==> src/rtl/vga_rx_capture.sv <==
// vga_rx_capture: samples an HS/VS/RGB565 stream, locks onto its geometry and
// emits one write strobe with coordinates and colour per active pixel.
module vga_rx_capture #(
  parameter int H_ACTIVE = 640,
  parameter int V_ACTIVE = 480,
  parameter int H_START  = 144,
  parameter int V_START  = 35,
  parameter bit HS_POL   = 1'b0,
  parameter bit VS_POL   = 1'b0,
  parameter int CW       = 12
) (
  input  logic          clk,
  input  logic          rst_n,
  input  logic          pix_stb,
  input  logic          vga_in_hs,
  input  logic          vga_in_vs,
  input  logic [4:0]    vga_in_r,
  input  logic [5:0]    vga_in_g,
  input  logic [4:0]    vga_in_b,
  output logic          px_valid,
  output logic [9:0]    px_x,
  output logic [9:0]    px_y,
  output logic [15:0]   px_rgb,
  output logic          frame_start,
  output logic          locked,
  output logic [CW-1:0] h_total,
  output logic [CW-1:0] v_total
);
  typedef enum logic [1:0] {SEARCH, MEASURE, CONFIRM, LOCKED} state_t;
  localparam logic [CW-1:0] MAX = '1;
  localparam logic [CW-1:0] HB = CW'(H_START);
  localparam logic [CW-1:0] HE = CW'(H_START + H_ACTIVE);
  localparam logic [CW-1:0] VB = CW'(V_START);
  localparam logic [CW-1:0] VE = CW'(V_START + V_ACTIVE);
  state_t state, st_n;
  logic s_stb, s_hs, s_vs, p_hs, p_vs, d_stb;
  logic [15:0] s_rgb, d_rgb;
  logic [CW-1:0] h_cnt, v_cnt, h_ref, v_ref, h_ref_n, v_ref_n;
  logic bad, bad_n, h_seen, seen_n;
  logic hs_edge, vs_edge, h_bad, sat, in_win;
  logic [CW-1:0] h_len, v_len;
  assign hs_edge = s_stb && (s_hs == HS_POL) && (p_hs != HS_POL);
  assign vs_edge = s_stb && (s_vs == VS_POL) && (p_vs != VS_POL);
  assign h_len   = h_cnt + 1'b1;
  assign v_len   = hs_edge ? (v_cnt == MAX ? MAX : v_cnt + 1'b1) : v_cnt;
  assign h_bad   = hs_edge && (h_len != h_ref);
  // h_cnt is about to reach saturation on this strobe: HS has gone missing
  assign sat     = s_stb && !hs_edge && (&h_cnt[CW-1:1]);
  assign in_win  = (h_cnt >= HB) && (h_cnt < HE) && (v_cnt >= VB) && (v_cnt < VE);
  assign locked  = (state == LOCKED);
  always_comb begin
    st_n    = state;
    bad_n   = bad;
    seen_n  = h_seen;
    h_ref_n = h_ref;
    v_ref_n = v_ref;
    if (s_stb) begin
      unique case (state)
        SEARCH: if (vs_edge) begin
          st_n   = MEASURE;
          bad_n  = 1'b0;
          seen_n = 1'b0;
        end
        MEASURE: begin
          if (hs_edge && !h_seen) begin
            h_ref_n = h_len;
            seen_n  = 1'b1;
          end else if (h_bad) bad_n = 1'b1;
          if (vs_edge) begin
            if (!bad_n && seen_n && h_ref_n >= HE && v_len >= VE) begin
              v_ref_n = v_len;
              st_n    = CONFIRM;
            end else begin
              bad_n  = 1'b0;
              seen_n = 1'b0;
            end
          end
        end
        CONFIRM: begin
          if (h_bad) bad_n = 1'b1;
          if (vs_edge) begin
            st_n   = (!bad_n && v_len == v_ref) ? LOCKED : MEASURE;
            bad_n  = 1'b0;
            seen_n = 1'b0;
          end
        end
        LOCKED: if (h_bad || (vs_edge && v_len != v_ref)) begin
          st_n   = MEASURE;
          bad_n  = 1'b0;
          seen_n = 1'b0;
        end
      endcase
      if (sat) st_n = SEARCH;
    end
  end
  always_ff @(posedge clk or negedge rst_n)
    if (!rst_n) begin
      state  <= SEARCH;
      bad    <= 1'b0;
      h_seen <= 1'b0;
      h_ref  <= '0;
      v_ref  <= '0;
    end else begin
      state  <= st_n;
      bad    <= bad_n;
      h_seen <= seen_n;
      h_ref  <= h_ref_n;
      v_ref  <= v_ref_n;
    end
  always_ff @(posedge clk or negedge rst_n)
    if (!rst_n) begin
      s_stb       <= 1'b0;
      s_hs        <= 1'b0;
      s_vs        <= 1'b0;
      s_rgb       <= '0;
      p_hs        <= 1'b0;
      p_vs        <= 1'b0;
      d_stb       <= 1'b0;
      d_rgb       <= '0;
      h_cnt       <= '0;
      v_cnt       <= '0;
      h_total     <= '0;
      v_total     <= '0;
      frame_start <= 1'b0;
      px_valid    <= 1'b0;
      px_x        <= '0;
      px_y        <= '0;
      px_rgb      <= '0;
    end else begin
      s_stb       <= pix_stb;
      s_hs        <= vga_in_hs;
      s_vs        <= vga_in_vs;
      s_rgb       <= {vga_in_r, vga_in_g, vga_in_b};
      d_stb       <= s_stb;
      d_rgb       <= s_rgb;
      frame_start <= vs_edge && state == LOCKED && st_n == LOCKED;
      // counters already hold this pixel's position, and state reflects any drop it caused
      px_valid    <= d_stb && locked && in_win;
      if (d_stb && locked && in_win) begin
        px_x   <= 10'(h_cnt - HB);
        px_y   <= 10'(v_cnt - VB);
        px_rgb <= d_rgb;
      end
      if (s_stb) begin
        p_hs  <= s_hs;
        p_vs  <= s_vs;
        h_cnt <= hs_edge ? '0 : (h_cnt == MAX ? MAX : h_cnt + 1'b1);
        v_cnt <= vs_edge ? '0 : v_len;
        if (hs_edge) h_total <= h_len;
        if (vs_edge) v_total <= v_len;
      end
    end
endmodule

==> config.mk <==
export PLATFORM = sky130hd
export DESIGN_NAME = vga_rx_capture
export DESIGN_NICKNAME = d
export VERILOG_FILES = /design/src/rtl/vga_rx_capture.sv
export SDC_FILE = /design/constraint.sdc
export NUM_CORES = 1
export LEC_CHECK = 0
export ABC_AREA = 1
export BUFFER_PORTS_ARGS = -buffer_cell sky130_fd_sc_hd__buf_4
export CAP_MARGIN = 20
export CORE_MARGIN = 4
export CORE_UTILIZATION = 55
export CTS_CLUSTER_DIAMETER = 50
export DETAILED_ROUTE_END_ITERATION = 12
export GPL_TIMING_DRIVEN = 0
export MAX_ROUTING_LAYER = met4
export PLACE_DENSITY_LB_ADDON = 0.3
export SETUP_SLACK_MARGIN = 0.15
export SYNTH_ARGS = -nofsm -noshare
export SYNTH_HDL_FRONTEND = slang
export SYNTH_SLANG_ARGS = --single-unit
==> constraint.sdc <==
create_clock -name clk -period 3.8 [get_ports clk]
set_input_delay 0.76 -clock clk [delete_from_list [all_inputs] [get_ports clk]]
set_output_delay 0.76 -clock clk [all_outputs]
set_load 0.01 [all_outputs]
* Yosys cells after proc, flatten, opt, wreduce, memory -nomap -nowiden
Cells that the tools add are included.
** Storage, ports and cells
- Flip-flop bits (word level) :: 152
- Word-level logic and storage cells :: 115
- Bits of input ports :: 21
** Operators by class
- Eq/ne operators :: 12
- $lt $le $gt $ge :: 6
- Reduce and logical (&&, ||, !) cells :: 34
- Add/subtract/negate cells :: 4
- Bitwise operators :: 2
- Multiplexer cells :: 35
** Operator list (number)
- $mux W12 :: 8
- $add A12 B1 Y12 const B :: 2
- $eq A12 B12 Y1 const B :: 2
- $ge A12 B10 Y1 const B :: 2
- $lt A12 B10 Y1 const B :: 2
- $ne A12 B12 Y1 :: 2
- $logic_and A1 B1 Y1 :: 20
- $mux W1 :: 16
- $mux W2 :: 8
- $eq A12 B12 Y1 :: 1
- $ge A12 B6 Y1 const B :: 1
- $ge A12 B8 Y1 const B :: 1
- $reduce_and A11 Y1 :: 1
- $sub A10 B6 Y10 const B :: 1
- $sub A10 B8 Y10 const B :: 1
- $pmux W2 S4 :: 1
- $eq A2 B2 Y1 const B :: 3
- $reduce_and A2 Y1 :: 3
- $reduce_and A3 Y1 :: 2
- $logic_not A1 Y1 :: 4
- $ne A2 B1 Y1 const B :: 2
- $pmux W1 S4 :: 1
- $reduce_and A4 Y1 :: 1
- $pmux W1 S3 :: 1
- other kinds (6) :: 7

* Logic depth before layout (Yosys ltp)
- Depth after elaboration :: 19
- Gate-level depth with buffers :: 22
- Gate-level depth less buffers :: 22

* Worst setup path before layout
Ideal clock, no wire load.
- Path kind :: reg-to-reg
- From :: reg h_cnt[0]
- To :: reg v_ref[4]
- Clock period less this slack :: 2.095 ns
- Setup time :: 0.133 ns
- Arrival time :: 1.962 ns
- Required time :: 3.667 ns
- Path buffers :: 1
- Cell stages (with the launch flop) :: 20
- Slack :: 1.705 ns
- Path through :: dfrtp_1 ha_1 nand2_1 nor2_2 nand2_1 nand2_2 inv_1 nand2_1 nand2_1 nor2_1 nand2_1 nor2_1 nand2_1 nand2_1 nand2_1 nand2_2 nand3_2 buf_2 nand2_1 o21ai_0
** Between the ends
- Longest elaborated chain between the ends :: 12
- Elaborated cells between the ends (all ways) :: 16
- Those cells by class :: add/sub (1); order compare (1); eq/ne (1); mux (7); reduce/logical (6)
** RTL lines
- start: declaration :: RTL line 38 : logic [CW-1:0] h_cnt, v_cnt, h_ref, v_ref, h_ref_n, v_ref_n;
- start signal: assignment :: RTL line 147 : h_cnt <= hs_edge ? '0 : (h_cnt == MAX ? MAX : h_cnt + 1'b1);
- $add A12 B1 Y12 * :: RTL line 44 : assign h_len = h_cnt + 1'b1;
- branches (longest 8 deep; another with $ge A12 B10 Y1)
- $logic_and A1 B1 Y1 * (2 in series) :: RTL line 70 : if (!bad_n && seen_n && h_ref_n >= HE && v_len >= VE) begin
- $reduce_and A4 Y1 (no line) *
- end signal: assignment :: RTL line 108 : v_ref <= v_ref_n;
- end: declaration :: RTL line 38
Every way passes the cells marked *. The select of a mux whose other input is x is not followed.
A chain may end at the register's enable or synchronous reset.

* Worst setup path in the final report
- From :: reg v_cnt[0]
- To :: reg px_x[9]
** Between the ends
- Longest elaborated chain between the ends :: 4
- Elaborated cells between the ends (all ways) :: 5
- Those cells by class :: order compare (2); reduce/logical (3)
** RTL lines
- start: declaration :: RTL line 38
- start signal: assignment :: RTL line 148 : v_cnt <= vs_edge ? '0 : v_len;
- $ge A12 B6 Y1 :: RTL line 49 : assign in_win = (h_cnt >= HB) && (h_cnt < HE) && (v_cnt >= VB) && (v_cnt < VE);
- $logic_and A1 B1 Y1 :: RTL line 49
- $logic_and A1 B1 Y1 * :: RTL line 49
- $logic_and A1 B1 Y1 * :: RTL line 139 : if (d_stb && locked && in_win) begin
- end signal: assignment :: RTL line 140 : px_x <= 10'(h_cnt - HB);
- end: declaration :: RTL line 21 : output logic [9:0] px_x,
Every way passes the cells marked *; elsewhere a longest branch is shown, timed or not.

==> impl_results.md <==
* Status: complete, no violations
* TritonCTS clock tree: built
* WP data required at 4090 ps
* Initial core utilization at 56.09%
* Multi-input combinational cell area at 2803 um^2
* Final setup violation count at 0
* Die Area at 14690 um^2
* Critical path class: register to register
* Mapped Cells at 852
* Largest net degree at the start of global routing at 87
* Detail Placement HPWL at 11580 um
* Worst ir drop on vdd at 0.3511 mV
* Critical Path Sink Type: register
* Reg2reg start: v_cnt[0]$_DFFE_PN0P_
* Worst-Skew Late Latency at 430 ps
* CTS H-Tree Depth at 4
* Post-synth top flop: dfrtp_1
* CP max stage delay at 490 ps
* Final Cycle Share at 70.65%
* Synthesis Warnings at 0
* Clock-pin slew on the worst setup and hold paths at 60 ps
* Yosys cell types at 39
* Critical-path cell list: ha_1 -> nor3_1 -> inv_1 -> nor2_1 -> inv_1 -> nand2_1 -> a31oi_1 -> nand2_1 -> clkbuf_1 -> clkbuf_1 -> o21ai_0
* Fin nets at 987
* WL per Instance at 14.32 um
* CP startpoint kind: register
* Sequential fraction of the synthesis area at 53.96%
* Hold buffers post-CTS at 0
* Worst R2R End: px_x[9]$_DFFE_PN0P_
* Worst-path fanout max at 10
* Gpl congestion at 0.9121
* Die Width at 121.2 um
* Core Util, Final at 67.61%
* Actual slew at the worst max-slew pin at 639.6 ps
* LEAKAGE at 0.004358 uW
* Register Area at 3804 um^2
* I/O Pins at 84
* DR pass1 iterations at 5
* Post-synth net total at 884
* Initial antenna violation count at 0
* Min cycle time layout at 2685 ps
* Total gr overflow at 0
* EDFF count, synth at 0
* Type of the most critical hold path: input port to asynchronous set/reset pin
* Global-route usage over all layers at 23.82%
* Unrepaired setup endpoints after global routing: false
* Max-capacitance violation count at 0
* Power Dens Cells at 481.3 nW/um^2
* Root buffer cell: clkbuf_16
* #FFs+latches synth at 152
* Clk_skew at 10.75 ps
* Synthesized area at 7049 um^2
* Clk buf depth at 2
* Buffers on Ports at 83
* Reg2reg path depth at 11
* Setup TNS at 0 ps
* Post-route DRC at 0
* Iteration-0 DRC count of the detailed router at 422
* Resized Gates After CTS at 0
* Relative slew margins at 57.36%
* Crit-path slowest cell: clkbuf_1
* Rows at 41
* Vias in the first global route at 5586
* Global-route wire length before repair at 26580 um
* Vias per inst at 5.231
* Final Max Tran Viols at 0
* Core area at 12570 um^2
* R2R Setup Slk at 1120 ps
* Via count at 5963
* Fill count at 1038
* Die Y at 121.2 um
* Highest clock rate at 372.5 MHz
* Ys async rst share at 100.0%
* CTS sink cnt at 152
* Arr. time, crit path at 2970 ps
* Number of nets with antenna violations after routing at 0
* Mapped Avg Cell Area at 8.274 um^2
* Post-CTS Setup Bufs at 0
* Area grow syn2layout at 20.54%
* N_diodes at 0
* Final Hold Viols at 0
* Layout cells sized above 1 at 15.60%
* WL final at 16330 um
* Total CTS buffers at 17
## layout make-up
cell class,instances,area share (%)
Sequential cell,152,44.77
Buffer,23,1.193
Tap cell,172,2.533
Multi-Input combinational cell,586,32.98
Clock buffer,19,5.095
Timing Repair Buffer,84,7.701
Clock inverter,13,1.708
Inverter,91,4.020
## cell usage after synthesis (6+ instances only)
cell type / instances / area (um^2)
nand2_1: 292 / 1096
dfrtp_1: 152 / 3804
inv_1: 88 / 330.3
o21ai_0: 69 / 345.3
nor2_1: 59 / 221.5
nand3_1: 50 / 250.2
clkbuf_1: 15 / 56.30
nand4_1: 13 / 81.33
a21oi_1: 12 / 60.06
o22ai_1: 12 / 75.07
ha_1: 11 / 137.6
a31oi_1: 8 / 50.05
xor2_1: 8 / 70.07
nand3_2: 7 / 70.07
nor3_1: 7 / 35.03
nand2_2: 6 / 37.54
nor2_2: 6 / 37.54
## state kept, by name, summed over array words and instances, names as in the netlist
| name | cells |
|---|---|
| v_total | 12 |
| v_ref | 12 |
| frame_start | 1 |
| h_total | 12 |
| s_vs | 1 |
| s_hs | 1 |
| s_rgb | 16 |
| state | 2 |
| h_cnt | 12 |
| h_seen | 1 |
| d_stb | 1 |
| p_vs | 1 |
| p_hs | 1 |
| px_valid | 1 |
| v_cnt | 12 |
| px_rgb | 16 |
| s_stb | 1 |
| h_ref | 12 |
| bad | 1 |
| d_rgb | 16 |
| px_y | 10 |
| px_x | 10 |
## kinds of logic (layout without fill, tap and decap cells)
logic type               count (synthesis)  after routing  synth area share [%]
AO/OA/AOI/OAI                          109            109                 8.342
XOR/XNOR                                12             12                 1.686
adder cells (fa/ha/maj)                 11             11                 1.952
buffers and inverters                  114            230                 6.283
flip-flops                             152            152                 53.96
AND/OR/NAND/NOR                        454            454                 27.78
## metrics by stage
| stage | instance area, um^2 | hold slack [ps] | cells | worst slack [ps] | total power (uW) |
|---|---|---|---|---|---|
| floorplan | 7049 | 331.2 | 852 | 1705 | 2223 |
| global placement | 7888 | 332.8 | 1107 | 1167 | 2429 |
| detailed placement | 7919 | 334.7 | 1108 | 1117 | 2448 |
| CTS | 8497 | 342.7 | 1140 | 1085 | 4113 |
| global route | 8497 | 354.5 | 1140 | 791.9 | 4274 |
| finish | 8497 | 318.3 | 1140 | 1115 | 4090 |
## worst max-delay path: cells and delay by family (launching register included)
kind            cells  cell delay (ps)
buf+inv             4             1030
compound gates      2              250
fa+ha+maj           1              280
flops               1              450
simple gates        4              560
## how the worst max path moves through the flow
stage                               startpoint                     end
after floorplan           h_cnt[0]$_DFFE_PN0P_    v_ref[4]$_DFFE_PN0P_
after global placement    v_cnt[0]$_DFFE_PN0P_   px_rgb[0]$_DFFE_PN0P_
after detailed placement  v_cnt[0]$_DFFE_PN0P_  px_rgb[10]$_DFFE_PN0P_
after CTS                 v_cnt[0]$_DFFE_PN0P_  px_rgb[10]$_DFFE_PN0P_
after global routing      h_cnt[5]$_DFFE_PN0P_   px_rgb[1]$_DFFE_PN0P_
final                     v_cnt[0]$_DFFE_PN0P_     px_x[9]$_DFFE_PN0P_
## layout by cell type (no fill, tap or decap), drive strengths merged, types with 13 or more instances in the layout
cell	instances
nor2	69
inv	94
nand2	298
nand3	58
nand4	14
dfrtp	152
clkbuf	35
a21oi	13
o21ai	73
buf	91
## layer usage
layer	track usage, %	wire, um	vias to the layer above
met5	-	0	-
met4	8.964	349	0
met3	5.128	1024	33
met2	36.02	7593	197
met1	32.02	7358	2808
li1	-	-	2925
## report_power, final
group          internal [uW]  switching (uW)
clock network            973             688
registers               1720            89.7
logic                    233             387
total                   2930            1160
No activity file was read; power rests on OpenSTA's default activity.
